`src/rtl/cpu_mem_pkg.sv`:
```
// Shared definitions for the CPU memory path: access-size encodings, store-unit
// states and the size-to-byte-count helper.
package cpu_mem_pkg;

  localparam logic [1:0] SZ_BYTE = 2'b00;
  localparam logic [1:0] SZ_HALF = 2'b01;
  localparam logic [1:0] SZ_WORD = 2'b10;
  localparam logic [1:0] SZ_ILL  = 2'b11;

  typedef enum logic [1:0] {
    StIdle = 2'd0,
    StSend = 2'd1,
    StDone = 2'd2,
    StErr  = 2'd3
  } state_e;

  // Number of bytes moved for a given access size; 0 for the illegal encoding.
  function automatic logic [2:0] byte_count(input logic [1:0] size);
    logic [2:0] n;
    case (size)
      SZ_BYTE: n = 3'd1;
      SZ_HALF: n = 3'd2;
      SZ_WORD: n = 3'd4;
      default: n = 3'd0;
    endcase
    return n;
  endfunction

endpackage

```
`src/rtl/store_narrow_unit_if.sv`:
```
// Bundles the CPU store request channel, the byte-wide memory write channel
// and the completion/status pulses of the store narrowing unit.
interface store_narrow_unit_if #(
  parameter int unsigned ADDR_W = 32
);

  logic              req_valid;
  logic              req_ready;
  logic [ADDR_W-1:0] req_addr;
  logic [31:0]       req_data;
  logic [1:0]        req_size;
  logic              mem_valid;
  logic              mem_ready;
  logic [ADDR_W-1:0] mem_addr;
  logic [7:0]        mem_wdata;
  logic              done;
  logic              err;
  logic              trunc_ovf;

  // Environment side: the CPU issuing stores plus the memory accepting bytes.
  modport master (
    output req_valid, req_addr, req_data, req_size, mem_ready,
    input  req_ready, mem_valid, mem_addr, mem_wdata, done, err, trunc_ovf
  );

  // Store unit side.
  modport slave (
    input  req_valid, req_addr, req_data, req_size, mem_ready,
    output req_ready, mem_valid, mem_addr, mem_wdata, done, err, trunc_ovf
  );

endinterface

```
`src/rtl/trunc_check.sv`:
```
// Flags a value that does not survive narrowing to byte/halfword as a signed
// quantity: the inverse of sign extension. Purely combinational.
module trunc_check
  import cpu_mem_pkg::*;
(
  input  logic [31:0] data,
  input  logic [1:0]  size,
  output logic        ovf
);

  // The low bits never influence representability.
  logic unused_low;
  assign unused_low = ^data[6:0];

  // Representable iff every discarded bit equals the new sign bit.
  always_comb begin
    ovf = 1'b0;
    case (size)
      SZ_BYTE: ovf = !((&data[31:7]) || !(|data[31:7]));
      SZ_HALF: ovf = !((&data[31:15]) || !(|data[31:15]));
      default: ovf = 1'b0;
    endcase
  end

endmodule

```
`src/rtl/store_narrow_unit.sv`:
```
// Store narrowing unit: accepts a 32-bit store request, rejects illegal or
// misaligned ones, and otherwise writes the narrowed value little-endian to a
// byte-wide memory port, reporting whether truncation lost significant bits.
module store_narrow_unit
  import cpu_mem_pkg::*;
#(
  parameter int unsigned ADDR_W = 32
) (
  input logic          clk,
  input logic          rst_n,
  store_narrow_unit_if.slave bus
);

  state_e            state_q, state_d;
  logic [ADDR_W-1:0] addr_q;
  logic [31:0]       data_q;
  logic [2:0]        cnt_q;
  logic [1:0]        idx_q;
  logic              ovf_q;

  logic accept, bad_req, xfer, last, ovf_now;

  trunc_check u_trunc_check (
    .data (bus.req_data),
    .size (bus.req_size),
    .ovf  (ovf_now)
  );

  // Request decode: handshake, alignment and size legality, byte progress.
  always_comb begin
    accept  = bus.req_valid && (state_q == StIdle);
    bad_req = (bus.req_size == SZ_ILL)
           || ((bus.req_size == SZ_HALF) && bus.req_addr[0])
           || ((bus.req_size == SZ_WORD) && (bus.req_addr[1:0] != 2'b00));
    xfer    = (state_q == StSend) && bus.mem_ready;
    last    = ({1'b0, idx_q} == (cnt_q - 3'd1));
  end

  // State register.
  always_ff @(posedge clk or negedge rst_n) begin
    if (!rst_n) begin
      state_q <= StIdle;
    end else begin
      state_q <= state_d;
    end
  end

  // Next-state logic.
  always_comb begin
    state_d = state_q;
    case (state_q)
      StIdle:  if (accept) state_d = bad_req ? StErr : StSend;
      StSend:  if (xfer && last) state_d = StDone;
      StDone:  state_d = StIdle;
      StErr:   state_d = StIdle;
      default: state_d = StIdle;
    endcase
  end

  // Request capture at accept and byte index advance on each transfer.
  always_ff @(posedge clk or negedge rst_n) begin
    if (!rst_n) begin
      addr_q <= '0;
      data_q <= '0;
      cnt_q  <= '0;
      idx_q  <= '0;
      ovf_q  <= 1'b0;
    end else if (accept) begin
      addr_q <= bus.req_addr;
      data_q <= bus.req_data;
      cnt_q  <= byte_count(bus.req_size);
      idx_q  <= '0;
      ovf_q  <= ovf_now;
    end else if (xfer) begin
      idx_q  <= idx_q + 2'd1;
    end
  end

  // Outputs decode from registered state only, so reset clears them at once.
  always_comb begin
    bus.req_ready = (state_q == StIdle);
    bus.mem_valid = 1'b0;
    bus.mem_addr  = '0;
    bus.mem_wdata = '0;
    bus.done      = 1'b0;
    bus.err       = 1'b0;
    bus.trunc_ovf = 1'b0;
    case (state_q)
      StSend: begin
        bus.mem_valid = 1'b1;
        // Address wraps modulo 2^ADDR_W by construction.
        bus.mem_addr  = addr_q + ADDR_W'(idx_q);
        bus.mem_wdata = data_q[{idx_q, 3'b000} +: 8];
      end
      StDone: begin
        bus.done      = 1'b1;
        bus.trunc_ovf = ovf_q;
      end
      StErr:   bus.err = 1'b1;
      default: ;
    endcase
  end

endmodule

```
`src/flat_wrapper.sv`:
```
// flat-port wrapper written by rule: the top's interface ports become plain ports
module store_narrow_unit_flat import cpu_mem_pkg::*;
#(
  parameter int unsigned ADDR_W = 32
)
  (clk, rst_n, bus_req_valid, bus_req_addr, bus_req_data, bus_req_size, bus_mem_ready, bus_req_ready, bus_mem_valid, bus_mem_addr, bus_mem_wdata, bus_done, bus_err, bus_trunc_ovf);
  store_narrow_unit_if #(.ADDR_W(ADDR_W)) bus_i ();
  input logic clk;
  input logic rst_n;
  input wire logic [$bits(bus_i.req_valid)-1:0] bus_req_valid;
  input wire logic [$bits(bus_i.req_addr)-1:0] bus_req_addr;
  input wire logic [$bits(bus_i.req_data)-1:0] bus_req_data;
  input wire logic [$bits(bus_i.req_size)-1:0] bus_req_size;
  input wire logic [$bits(bus_i.mem_ready)-1:0] bus_mem_ready;
  output wire logic [$bits(bus_i.req_ready)-1:0] bus_req_ready;
  output wire logic [$bits(bus_i.mem_valid)-1:0] bus_mem_valid;
  output wire logic [$bits(bus_i.mem_addr)-1:0] bus_mem_addr;
  output wire logic [$bits(bus_i.mem_wdata)-1:0] bus_mem_wdata;
  output wire logic [$bits(bus_i.done)-1:0] bus_done;
  output wire logic [$bits(bus_i.err)-1:0] bus_err;
  output wire logic [$bits(bus_i.trunc_ovf)-1:0] bus_trunc_ovf;
  assign bus_i.req_valid = bus_req_valid;
  assign bus_i.req_addr = bus_req_addr;
  assign bus_i.req_data = bus_req_data;
  assign bus_i.req_size = bus_req_size;
  assign bus_i.mem_ready = bus_mem_ready;
  assign bus_req_ready = bus_i.req_ready;
  assign bus_mem_valid = bus_i.mem_valid;
  assign bus_mem_addr = bus_i.mem_addr;
  assign bus_mem_wdata = bus_i.mem_wdata;
  assign bus_done = bus_i.done;
  assign bus_err = bus_i.err;
  assign bus_trunc_ovf = bus_i.trunc_ovf;
  store_narrow_unit #(.ADDR_W(ADDR_W)) u_core (.clk(clk), .rst_n(rst_n), .bus(bus_i));
endmodule
```
`config.mk`:
```
export PLATFORM = sky130hd
export DESIGN_NAME = store_narrow_unit_flat
export DESIGN_NICKNAME = d
export VERILOG_FILES = /design/src/rtl/cpu_mem_pkg.sv /design/src/rtl/store_narrow_unit_if.sv /design/src/rtl/trunc_check.sv /design/src/rtl/store_narrow_unit.sv /design/src/flat_wrapper.sv
export SDC_FILE = /design/constraint.sdc
export NUM_CORES = 1
export LEC_CHECK = 0
export BUFFER_PORTS_ARGS = -buffer_cell sky130_fd_sc_hd__buf_2
export CORE_ASPECT_RATIO = 1.5
export CORE_MARGIN = 2
export CORE_UTILIZATION = 57
export CTS_CLUSTER_SIZE = 16
export DETAILED_ROUTE_END_ITERATION = 6
export GPL_TIMING_DRIVEN = 0
export HOLD_SLACK_MARGIN = 0.02
export PLACE_DENSITY = 0.9
export SLEW_MARGIN = 10
export SYNTH_ARGS = -nofsm -noshare
export SYNTH_HDL_FRONTEND = slang
export SYNTH_SLANG_ARGS = --single-unit
```
`constraint.sdc`:
```
create_clock -name clk -period 6.7 [get_ports clk]
set_input_delay 0.335 -clock clk [delete_from_list [all_inputs] [get_ports clk]]
set_output_delay 0.335 -clock clk [all_outputs]
set_load 0.05 [all_outputs]
```
=== After elaboration in Yosys (flattened, before gate mapping) ===
Index checks and enable logic that the tools add are counted.
Widths: inputs -> output; s select.

* Register bits: 72
* Output and inout port bits: 45
* Bits of input ports: 70

* Eq/ne operators: 9
* Reduce and logical (&&, ||, !) cells: 23
* Add/subtract/negate cells: 3
* Shift-type cells: 1
* Muxes and demuxes: 14

{| class="wikitable"
|+ Operators by type and width
! operator !! count
|-
| $add 32x2->32 || 1
|-
| $mux 32 || 1
|-
| $shiftx 32x6->8 || 1
|-
| $reduce_and 25->1 || 1
|-
| $reduce_or 25->1 || 1
|-
| $reduce_and 17->1 || 1
|-
| $reduce_or 17->1 || 1
|-
| $mux 2 || 5
|-
| $pmux 3 s3 || 1
|-
| $eq 2x2->1 const B || 4
|-
| $mux 8 || 1
|-
| $pmux 2 s3 || 1
|-
| $logic_and 1x1->1 || 5
|-
| $eq 2x1->1 const B || 2
|-
| $logic_not 1->1 || 4
|-
| $logic_not 2->1 || 2
|-
| $logic_or 1x1->1 || 4
|-
| $mux 1 || 4
|-
| $reduce_bool 2->1 || 2
|-
| $eq 2x3->1 || 1
|-
| $sub 3x1->3 const B || 1
|-
| $add 2x1->2 const B || 1
|-
| $ne 2x1->1 const B || 1
|-
| $ne 2x2->1 const B || 1
|-
| 3 further kinds || 3
|}

=== Longest topological paths before layout ===
* Depth in word-level cells: 7
* Gate-level depth with buffers: 7
* Gate-level depth less buffers: 6

=== Modules after synthesis ===
A second synthesis with hierarchy kept.

* Cells, all modules: 495
* Area total of the unflattened synthesis: 4,055.1 µm²

{| class="wikitable"
|+ By module, submodules not included
! module !! area an instance (µm²) !! sequential area each (µm²) !! times used !! cells each
|-
| store_narrow_unit || 3,931.3 || 1,801.7 || 1 || 474
|-
| trunc_check || 123.9 || 0.0 || 1 || 21
|}

=== Worst setup path before layout ===
OpenSTA, ideal clock, no wires.

* Kind: flip-flop to output port
* Start point: register u_core.idx_q[0]
* End point: output port bus_mem_addr[24]
* Cell stages (with the launch flop): 8
* Setup slack: 3.583 ns
* Data arrival time: 2.782 ns
* Buffers on the path: 1
* Cells stage by stage: dfrtp_1 ha_1 fa_1 nand4_1 or3_1 buf_2 or4_1 a21oi_1

* Longest elaborated chain between the ends: 2

{| class="wikitable"
|+ RTL lines
! element !! RTL line !! source
|-
| start, declared || store_narrow_unit.sv:18 || <nowiki>logic [1:0] idx_q;</nowiki>
|-
| start signal, assigned || store_narrow_unit.sv:75 || <nowiki>idx_q <= idx_q + 2'd1;</nowiki>
|-
| $add 32x2->32 || store_narrow_unit.sv:92 || <nowiki>bus.mem_addr = addr_q + ADDR_W'(idx_q);</nowiki>
|-
| $mux 32 || store_narrow_unit.sv:88 || <nowiki>case (state_q)</nowiki>
|-
| end, declared || flat_wrapper.sv:17 || <nowiki>output wire logic [$bits(bus_i.mem_addr)-1:0] bus_mem_addr;</nowiki>
|}

No other way between the ends.

=== Worst setup path in the final report ===
* Start point: register u_core.idx_q[0]
* End point: output port bus_mem_addr[26]

The elaborated chain is that of the path after synthesis.

==> impl_metrics.toml <==
[outcome]
run_status = "finished clean"

[floorplanning]
die-width_um = 72.87
design.portCount = 115
core-area_um2 = 6898
row_count = 37
die-area_um2 = 7819
initial_util_pct = 58.79
floorplan.die.height_um = 107.3

[clock_network]
max-clock-path-buffers = 2
post_cts_hold_buffer_count = 1
number_of_buffers_created_by_cts = 9
cts_htree_levels = 3
clk_transition_reported_paths_ns = 0.08
cts.sinks = 72
worst_skew_pair.late_latency_ns = 0.36
tritoncts_clock_tree = "built"
clock-root-buffer = "clkbuf_8"
ctsResizeCount = 0
cts.repair_timing.setup_buffer_count = 0

[sta]
final-max-slew-violation-count = 0
rsz_0062_raised_after_global_routing = "false"
clock.fmax_ghz = 0.2897
layout_min_cycle_time_ns = 3.452
max_slew.worst_pin.slew_ns = 0.8311
final_total_negative_setup_slack_ns = 0
clock_skew_ns = 0.005618
fin_hold_ws_ns = 0.1569
setup_slack_ns = 3.248
setup_violations = 0
slew-limit-headroom_pct = 44.08
hold_viol_final = 0
layout_worst_path_cycle_share_pct = 51.52

[global_route]
met3_usage_pct = 7.397
met1_track_demand_over_resource_pct = 36.39
grt_most_used_layer = "met2"
first_global_vias = 4046
grt_overflow = 0
grt_max_degree = 59
grt_antenna_before_repair = 0
grt_util_all_layers_pct = 31.23
wire_length_of_the_first_global_routing_pass_um = 18730
use_met2_pct = 53.51

[critical_path]
timing.setup.critical_path_class = "flip-flop to primary output"
critPathCaptureType = "primary output"
largest_fanout_on_the_critical_path = 10
worstPathRequired_ns = 6.36
critPathArrivalTime_ns = 3.12
start_kind = "flip-flop"

[route]
via_per_instance_ratio = 5.822
routed_wire_length_per_instance_um = 15.66
totalWireLength_um = 11090
num_vias = 4122
antenna_violating_nets_post_route = 0
first_iter_violations = 360
detailedRoute.firstPassIterationCount = 5
drc = 0

[final_layout]
final_cell_count_no_fill = 708
num-fill-cells = 539
multi_input_area_um2 = 2116
area.growth.synth_to_final_pct = 23.26
antenna_cells_inserted = 0
layout.area.seq_um2 = 1802
design.final.nets = 699
layout-drive-gt1-share_pct = 22.70

[power]
vdd_ir_drop_max_mv = 0.3533
cellLeakagePower_nw = 2.489
cellPowerDensity_nw_per_um2 = 490.7

[yosys]
synth.top_cells.by_count = "nand2_1 (202), dfrtp_1 (72), a21oi_1 (21), clkbuf_1 (21), nor2_1 (19)"
yosysWarningCount = 0
synth_nets = 572
synthSimpleGateAreaFrac_pct = 35.24
synth_xor_area_share_pct = 3.456
synthesis.area_per_instance_um2 = 8.143
synthCells = 498
ys_ff_latch = 72
synth_compound_area_share_pct = 7.374
yosys-top-cells-area = "dfrtp_1 (44%), nand2_1 (19%), mux4_2 (4.4%)"
synth_largest_type_area_fraction_pct = 44.43
synth.most_common_cell = "nand2_1"
synthArstFlopShare_pct = 100.0
proportion_of_synthesized_area_in_mux_cells_pct = 4.690
yosysSeqAreaShare_pct = 44.43
netlist_area_um2 = 4055
number_of_flops_mapped_to_enable_cells_by_yosys = 0
synth_top_area_cell = "dfrtp_1"
largest_family_of_logic_cells_by_synthesized_area = "simple AND/OR/NAND/NOR gates"
synth_cell_types = 39
synth-main-ff-cell = "dfrtp_1"
synth_adder_area_share_pct = 1.419

[placed_design]
globalplace.congestion = 0.9478
place_inst = 691
minimum_setup_slack_after_placement_ns = 3.666
place.port_buffers = 114
dpl.hpwl_um = 8400

[hold_path]
worst_hold_path_type = "primary input to flip-flop"

[flow_run]
cap_viol_max_count = 0
==> layout make-up <==
type                       count  share of cell area (%)
clock buffer                  10                   2.553
tap                           78                   1.952
clock inverter                 6                   2.153
inverter                       8                  0.6008
sequential                    72                   36.05
multi-input combinational    390                   42.33
buffer                        28                   2.153
timing repair buffer         116                   12.22
==> routing by layer <==
layer / part of all wire, % / vias to the layer above
met5: 0 / -
met4: 3.5 / 0
met3: 6.5 / 40
met2: 52 / 184
met1: 38 / 1936
li1: - / 1962
==> cells by family after synthesis <==
| logic type | after synthesis |
|---|---|
| AOI/OAI and AO/OA | 49 |
| xor gates and xnor gates | 16 |
| adders and majority gates | 4 |
| buffers and inverters | 36 |
| DFF | 72 |
| muxes | 9 |
| and+or+nand+nor | 312 |
==> layout by cell type (no fill, tap or decap), types with 9 or more instances in the layout <==
master    count
buf_2       115
nand2_1     202
nand3_1      10
or4_1         9
dfrtp_1      72
and2_1       13
nand4_1      18
clkbuf_1     22
a21oi_1      21
clkbuf_8      9
nor4_1       11
nor2_1       19
o21ai_0      10
o31ai_1       9
==> registers in the layout, summed over array words and instances, names as in the netlist <==
signal / flops
u_core.data_q: 32
u_core.state_q: 2
u_core.ovf_q: 1
u_core.cnt_q: 3
u_core.idx_q: 2
u_core.addr_q: 32
==> worst paths after layout <==
check,start,end,slack [ns],cells after the start
setup / recovery,u_core.idx_q[0]$_DFFE_PN0P_,bus_mem_addr[26],3.25,8
hold / removal,bus_req_addr[23],u_core.addr_q[23]$_DFFE_PN0P_,0.16,3
setup reg to reg,u_core.state_q[0]$_DFFE_PN0P_,u_core.data_q[11]$_DFFE_PN0P_,4.68,6
hold reg to reg,u_core.data_q[26]$_DFFE_PN0P_,u_core.data_q[26]$_DFFE_PN0P_,0.47,2
max in group asynchronous,rst_n,u_core.addr_q[3]$_DFFE_PN0P_,5.78,3
min in group asynchronous,rst_n,u_core.data_q[9]$_DFFE_PN0P_,0.37,2
==> report_power, final <==
part           internal (mW)  total, mW  switching, mW  leakage (nW)
logic                  0.369       1.21          0.839          1.48
registers              0.637      0.838          0.200         0.897
clock network          0.246      0.407          0.161         0.116
==> critical path, cell delays in order, from the launching register on <==
cell     delay (ns)
dfrtp_1        0.41
ha_1           0.22
fa_1           0.27
nand4_1        0.25
or3_1          0.49
buf_2          0.21
or4_1          0.48
a21oi_1        0.16
buf_2          0.28
==> metrics by stage <==
step	cell area, um^2	power [mW]	utilization, %
CTS	4999	2.458	72.47
finish	4999	2.453	72.47
floorplan	4055	1.715	-
detailed placement	4753	2.044	68.91
global route	4999	2.617	72.47
global placement	4723	1.994	68.47
No activity file was read; power rests on OpenSTA's default activity.
